--- config.mk ---
export PLATFORM = sky130hd
export DESIGN_NAME = mem_copy_dma
export DESIGN_NICKNAME = d
export VERILOG_FILES = /design/src/rtl/mem_copy_dma.sv
export SDC_FILE = /design/constraint.sdc
export NUM_CORES = 1
export LEC_CHECK = 0
export CAP_MARGIN = 20
export CELL_PAD_IN_SITES_DETAIL_PLACEMENT = 0
export CELL_PAD_IN_SITES_GLOBAL_PLACEMENT = 2
export CORE_MARGIN = 4
export CORE_UTILIZATION = 38
export DETAILED_ROUTE_END_ITERATION = 10
export DONT_BUFFER_PORTS = 1
export GPL_ROUTABILITY_DRIVEN = 0
export HOLD_SLACK_MARGIN = 0.1
export PLACE_DENSITY_LB_ADDON = 0.1
export SYNTH_ARGS = -nofsm -noshare
export SYNTH_HDL_FRONTEND = slang
export SYNTH_SLANG_ARGS = --single-unit
--- constraint.sdc ---
create_clock -name clk -period 6.5 [get_ports clk]
set_input_delay 1.3 -clock clk [delete_from_list [all_inputs] [get_ports clk]]
set_output_delay 1.3 -clock clk [all_outputs]
set_load 0.005 [all_outputs]
--- src/rtl/mem_copy_dma.sv ---
// Block-copy DMA initiator on the data-memory port: alternating read/write, one word at a time.
// Optional DMA_FILL_EN adds a write-only fill mode (fill_en/fill_value latched with start).
module mem_copy_dma #(
    parameter int ADDR_W = 8,
    parameter int DATA_W = 8
) (
    input  logic              clk,
    input  logic              rst_n,
    input  logic              start,
    input  logic [ADDR_W-1:0] src_addr,
    input  logic [ADDR_W-1:0] dst_addr,
    input  logic [7:0]        length,
`ifdef DMA_FILL_EN
    input  logic              fill_en,
    input  logic [DATA_W-1:0] fill_value,
`endif
    output logic              busy,
    output logic              done,
    output logic              memread,
    output logic              memwrite,
    output logic [ADDR_W-1:0] address,
    output logic [DATA_W-1:0] writedata,
    input  logic [DATA_W-1:0] readdata
);

    typedef enum logic [1:0] {IDLE, READ, WRITE, DONE} state_t;

    state_t            state, state_nxt;
    logic [ADDR_W-1:0] src_q, dst_q;
    logic [7:0]        len_q, cnt;
    logic [DATA_W-1:0] data_q;
    logic [ADDR_W-1:0] cnt_a;
    logic              last;
    logic              accept;
    logic              fill_go, fill_run;
    logic [DATA_W-1:0] wdata_src;

    assign cnt_a  = ADDR_W'(cnt);
    assign last   = (cnt == len_q - 8'd1);
    assign accept = (state == IDLE) && start && (length != 8'd0);

`ifdef DMA_FILL_EN
    logic              fill_q;
    logic [DATA_W-1:0] fill_val_q;

    always_ff @(posedge clk or negedge rst_n) begin
        if (!rst_n) begin
            fill_q     <= 1'b0;
            fill_val_q <= '0;
        end else if (accept) begin
            fill_q     <= fill_en;
            fill_val_q <= fill_value;
        end
    end

    assign fill_go   = fill_en;
    assign fill_run  = fill_q;
    assign wdata_src = fill_q ? fill_val_q : data_q;
`else
    assign fill_go   = 1'b0;
    assign fill_run  = 1'b0;
    assign wdata_src = data_q;
`endif

    always_ff @(posedge clk or negedge rst_n) begin
        if (!rst_n) state <= IDLE;
        else        state <= state_nxt;
    end

    // Outputs decode purely from registered state so the memory port never sees input glitches.
    always_comb begin
        state_nxt = state;
        busy      = 1'b1;
        done      = 1'b0;
        memread   = 1'b0;
        memwrite  = 1'b0;
        address   = '0;
        writedata = '0;
        case (state)
            IDLE: begin
                busy = 1'b0;
                if (start) begin
                    if (length == 8'd0) state_nxt = DONE;
                    else                state_nxt = fill_go ? WRITE : READ;
                end
            end
            READ: begin
                memread   = 1'b1;
                address   = src_q + cnt_a;
                state_nxt = WRITE;
            end
            WRITE: begin
                memwrite  = 1'b1;
                address   = dst_q + cnt_a;
                writedata = wdata_src;
                if (last)          state_nxt = DONE;
                else if (fill_run) state_nxt = WRITE;
                else               state_nxt = READ;
            end
            DONE: begin
                done      = 1'b1;
                state_nxt = IDLE;
            end
            default: state_nxt = IDLE;
        endcase
    end

    always_ff @(posedge clk or negedge rst_n) begin
        if (!rst_n) begin
            src_q  <= '0;
            dst_q  <= '0;
            len_q  <= '0;
            cnt    <= '0;
            data_q <= '0;
        end else begin
            if (accept) begin
                src_q <= src_addr;
                dst_q <= dst_addr;
                len_q <= length;
                cnt   <= '0;
            end
            if (state == READ)  data_q <= readdata;
            if (state == WRITE) cnt    <= cnt + 8'd1;
        end
    end

endmodule

== Word-level counts from Yosys, hierarchy flattened ==
Index checks and enable logic that the tools add are counted.

* Memories kept: 0
* Output and inout bits: 20
* Memory bits (read-only): 0
* Bits in latches: 0
* Input bits: 35
* Register bits: 42
* Word-level logic and storage cells: 33
* Bits in writable memories: 0

* Reduce and logical (&&, ||, !) cells: 6
* Multiply operators: 0
* $add $sub $neg: 4
* Magnitude comparators: 0
* Equal/unequal tests: 5
* Multiplexer cells: 12
* Div/mod/pow operators: 0
* Shifts and indexed selects: 0
* Bitwise logic cells: 0

{| class="wikitable"
|+ Operators by type and width
! kind !! number
|-
| 2-to-1 mux 8 bit || 3
|-
| adder 8 bit || 2
|-
| case mux 8 bit (2 select lines) || 1
|-
| adder 8 x 1 -> 8 bit (second input constant) || 1
|-
| == test 8 bit || 1
|-
| zero test 8 bit || 1
|-
| case mux 2 bit (4 select lines) || 1
|-
| nonzero test 8 bit || 1
|-
| subtractor 8 x 1 -> 8 bit (second input constant) || 1
|-
| 2-to-1 mux 2 bit || 3
|-
| == test 2 bit (second input constant) || 2
|-
| 2-to-1 mux 1 bit || 4
|-
| == test 2 x 1 -> 1 bit (second input constant) || 1
|-
| logical AND 1 bit || 2
|-
| zero test 2 bit || 1
|-
| != test 2 bit (second input constant) || 1
|-
| nonzero test 2 bit || 1
|}

== Longest topological paths before layout ==
* Depth in word-level cells: 5
* Mapped depth: 13
* Depth with buffers taken out: 11

== Worst setup path after synthesis ==
No wires, ideal clock.

* Path type: flip-flop to output port
* From: register state[0]
* To: output port address[6]
* Cell stages (with the launch flop): 14
* Required time: 5,200 ps
* Data arrival time: 2,805 ps
* Slack: 2,395 ps
* Path buffers: 2
* Cells stage by stage: dfrtp_1 > inv_1 > ha_1 > clkbuf_1 > clkbuf_1 > mux2_2 > ha_1 > inv_1 > fa_1 > nor2b_1 > o21ai_0 > a21boi_0 > or3_1 > nand3_1

* Cells in the longest elaborated chain, start to end: 2
* Elaborated cells between the ends (all ways): 3
* Classes of those cells: eq/ne (2); mux (1)

{| class="wikitable"
|+ RTL lines
! item !! line !! RTL
|-
| from (decl) || 28 || <nowiki>state_t state, state_nxt;</nowiki>
|-
| from (signal assigned) || 67 || <nowiki>else state <= state_nxt;</nowiki>
|-
| == test 2 bit or == test 2 x 1 -> 1 bit (tied branches) || 79 || <nowiki>case (state)</nowiki>
|-
| case mux 8 bit (2 select lines) (*) || 79 ||
|-
| to (decl) || 21 || <nowiki>output logic [ADDR_W-1:0] address,</nowiki>
|}

Mark *: on every way between the ends. The rest lies on a longest branch, timed or not.

== Worst setup path in the final report ==
Same ends and word-level chain as after synthesis.

==> impl_metrics.toml <==
[sta]
post-route-period-util_pct = 73.18
timing.fmax_ghz = 0.2102
hold_viol_final = 0
fin_skew_ns = 0.006352
worst_pin_slew_ns = 0.9442
setup_viol = 0
setup-tns-final_ns = 0
slew_headroom_pct = 37.05
fin_crit_ns = 4.757
rsz0062_at_grt = "no"
slew_violations = 0

[yosys]
synth-edff-count = 0
synth.most_common_cell = "nand2_1"
synth_seq_area_share_pct = 41.28
synth.top_cells.by_area = "dfrtp_1 (41%), nand2_1 (13%), ha_1 (6.9%)"
syn_avg_cell_area_sq_um = 8.780
ys.flop_type = "dfrtp_1"
netlist.top_cell.by_area = "dfrtp_1"
syn_area_sq_mm = 0.002546
yosysTopAreaCellShare_pct = 41.28
ys.warnings.count = 0
async_flop_share_pct = 100.0
postSynthCellCount = 290
ys_types = 41
synth_common_cells = "nand2_1 (87), dfrtp_1 (42), mux2_2 (15), ha_1 (14)"
synth_seq_cells = 42
syn-num-nets = 340

[worst_hold_path]
hold_class = "register to register"

[cells_and_area]
finalNetCount = 337
antennaDiodeCount = 0
drive_gt1_share_pct = 10.42
stdcell_count = 365
area_growth_pct = 9.926

[routing]
drtAntennaViolNets = 0
routedWlPerCell_microns = 15.45
dr.pass1.iters = 4
drc_errors = 0
viasPerCell = 5.175
routed_wl_microns = 5639
drt-initial-drc-count = 75
via_count = 1889

[placement]
place_inst = 356
hpwlAfterDp_microns = 4170
portBuffers = 0

[power_and_ir_drop]
leakagePower_uw = 0.001319
p_per_area_mw_per_mm2 = 484.8
power_uw = 1357
ir_drop_mv = 0.1459

[clock_tree]
clkSinkCount = 42
numCtsBuffers = 5
root_buffer = "clkbuf_8"
path_clk_slew_ns = 0.08
htree_levels = 2
cts_tree = "built"
cts_buffer_depth = 2
clock_latency_ns = 0.30
cts_setup_buffers = 0
cts_hold_buf = 0
cts_resized = 0

[global_routing]
grt_start_max_net_pins = 43
gr-total-overflow = 0
grt_pass1_vias = 1949
antenna_found_initial = 0
grt_pass1_wl_microns = 9666
track_usage_pct = 14.82

[critical_path]
critPathArrivalTime_ns = 3.46
crit_path_start_kind = "register"
worstSetupPathType = "register to output pin"
worstPathMaxFanout = 25
crit_required_ns = 5.20
crit_path_end_kind = "output pin"

[die]
num_rows = 29
dieArea_sq_mm = 0.008074
boundaryPins = 55
initial_utilization_pct = 39.65
die_x_microns = 89.86
fp.dieH_microns = 89.86
core_area_sq_mm = 0.006422

[status]
status = "complete, no violations"

[flow_run]
cap_violations = 0
[logic make-up (layout without fill, tap and decap cells)]
logic type      count (synthesis)  in the layout  synth area share (%)
simple gates                  141            141                 26.09
mux                            17             17                 7.420
compound gates                 35             35                 8.501
fa+ha+maj                      15             15                 7.666
buf+inv                        24             22                 3.538
xor+xnor                       16             16                 5.504
flops                          42             42                 41.28
[sequential cells by signal, summed over array words and instances (netlist names)]
register	cells
state	2
data_q	8
cnt	8
len_q	8
src_q	8
dst_q	8
[metrics by stage]
step | worst slack [ns] | hold WS [ns] | util, % | area, sq um
after floorplan | 2.395 | 0.4401 | - | 2546
after global routing | 1.290 | 0.5148 | 43.58 | 2799
after detailed placement | 2.050 | 0.4563 | 40.93 | 2629
final | 1.743 | 0.4772 | 43.58 | 2799
after global placement | 2.110 | 0.4580 | 40.50 | 2601
after CTS | 1.719 | 0.4806 | 43.15 | 2771
[layer usage]
layer	global-route usage (%)	up-vias	part of all wire, %
met1	20.53	882	50
met5	0	-	0
met2	23.06	41	44
met4	3.444	0	1.4
met3	4.174	8	4.2
li1	-	958	-
[power by group]
group	switching (uW)	total (uW)	leakage [uW]	internal, uW
Sequential	91.7	465	0.000525	374
Combinational	337	633	0.000723	296
Clock	94.5	258	0.0000714	164
[worst paths after layout]
path / slack [ns] / end / cells past startpoint / startpoint
worst max register to register: 4.23 / state[1] / 6 / state[0]
min in group asynchronous: 0.68 / src_q[5] / 0 / rst_n
worst max-delay path: 1.74 / address[6] / 11 / state[0]
worst min register to register: 0.48 / dst_q[4] / 2 / dst_q[4]
worst min-delay path: 0.48 / dst_q[4] / 2 / dst_q[4]
max in group asynchronous: 5.73 / src_q[7] / 0 / rst_n
[placed cells by master, fill, tap and decap left out, types with 3 or more instances in the layout]
cell type	n
nand2_1	87
and2_1	10
a21o_1	3
and3_1	3
xnor2_1	9
mux2_2	15
nand3_1	7
inv_1	11
nor2b_1	5
a21oi_1	7
xor2_1	7
ha_1	14
nor2_1	5
nor3_1	5
nor3b_1	3
dfrtp_1	42
o21ai_0	13
nand2b_1	3
clkbuf_8	6
[cell type report]
type	instances	area (sq um)
clock inverter	2	60.06
multi-input combinational	224	1405
clock buffer	6	82.58
tap	77	96.34
inverter	11	41.29
sequential	42	1051
fill	653	3623
timing repair buffer	3	62.56
[critical path, stage by stage (launching register included)]
cell	delay (ns)
dfrtp_1	0.40
inv_1	0.12
ha_1	0.80
mux2_2	0.42
ha_1	0.19
inv_1	0.07
fa_1	0.17
nor2b_1	0.06
o21ai_0	0.23
a21boi_0	0.21
or3_1	0.37
nand3_1	0.11
Power figures use the tool's default switching activity.
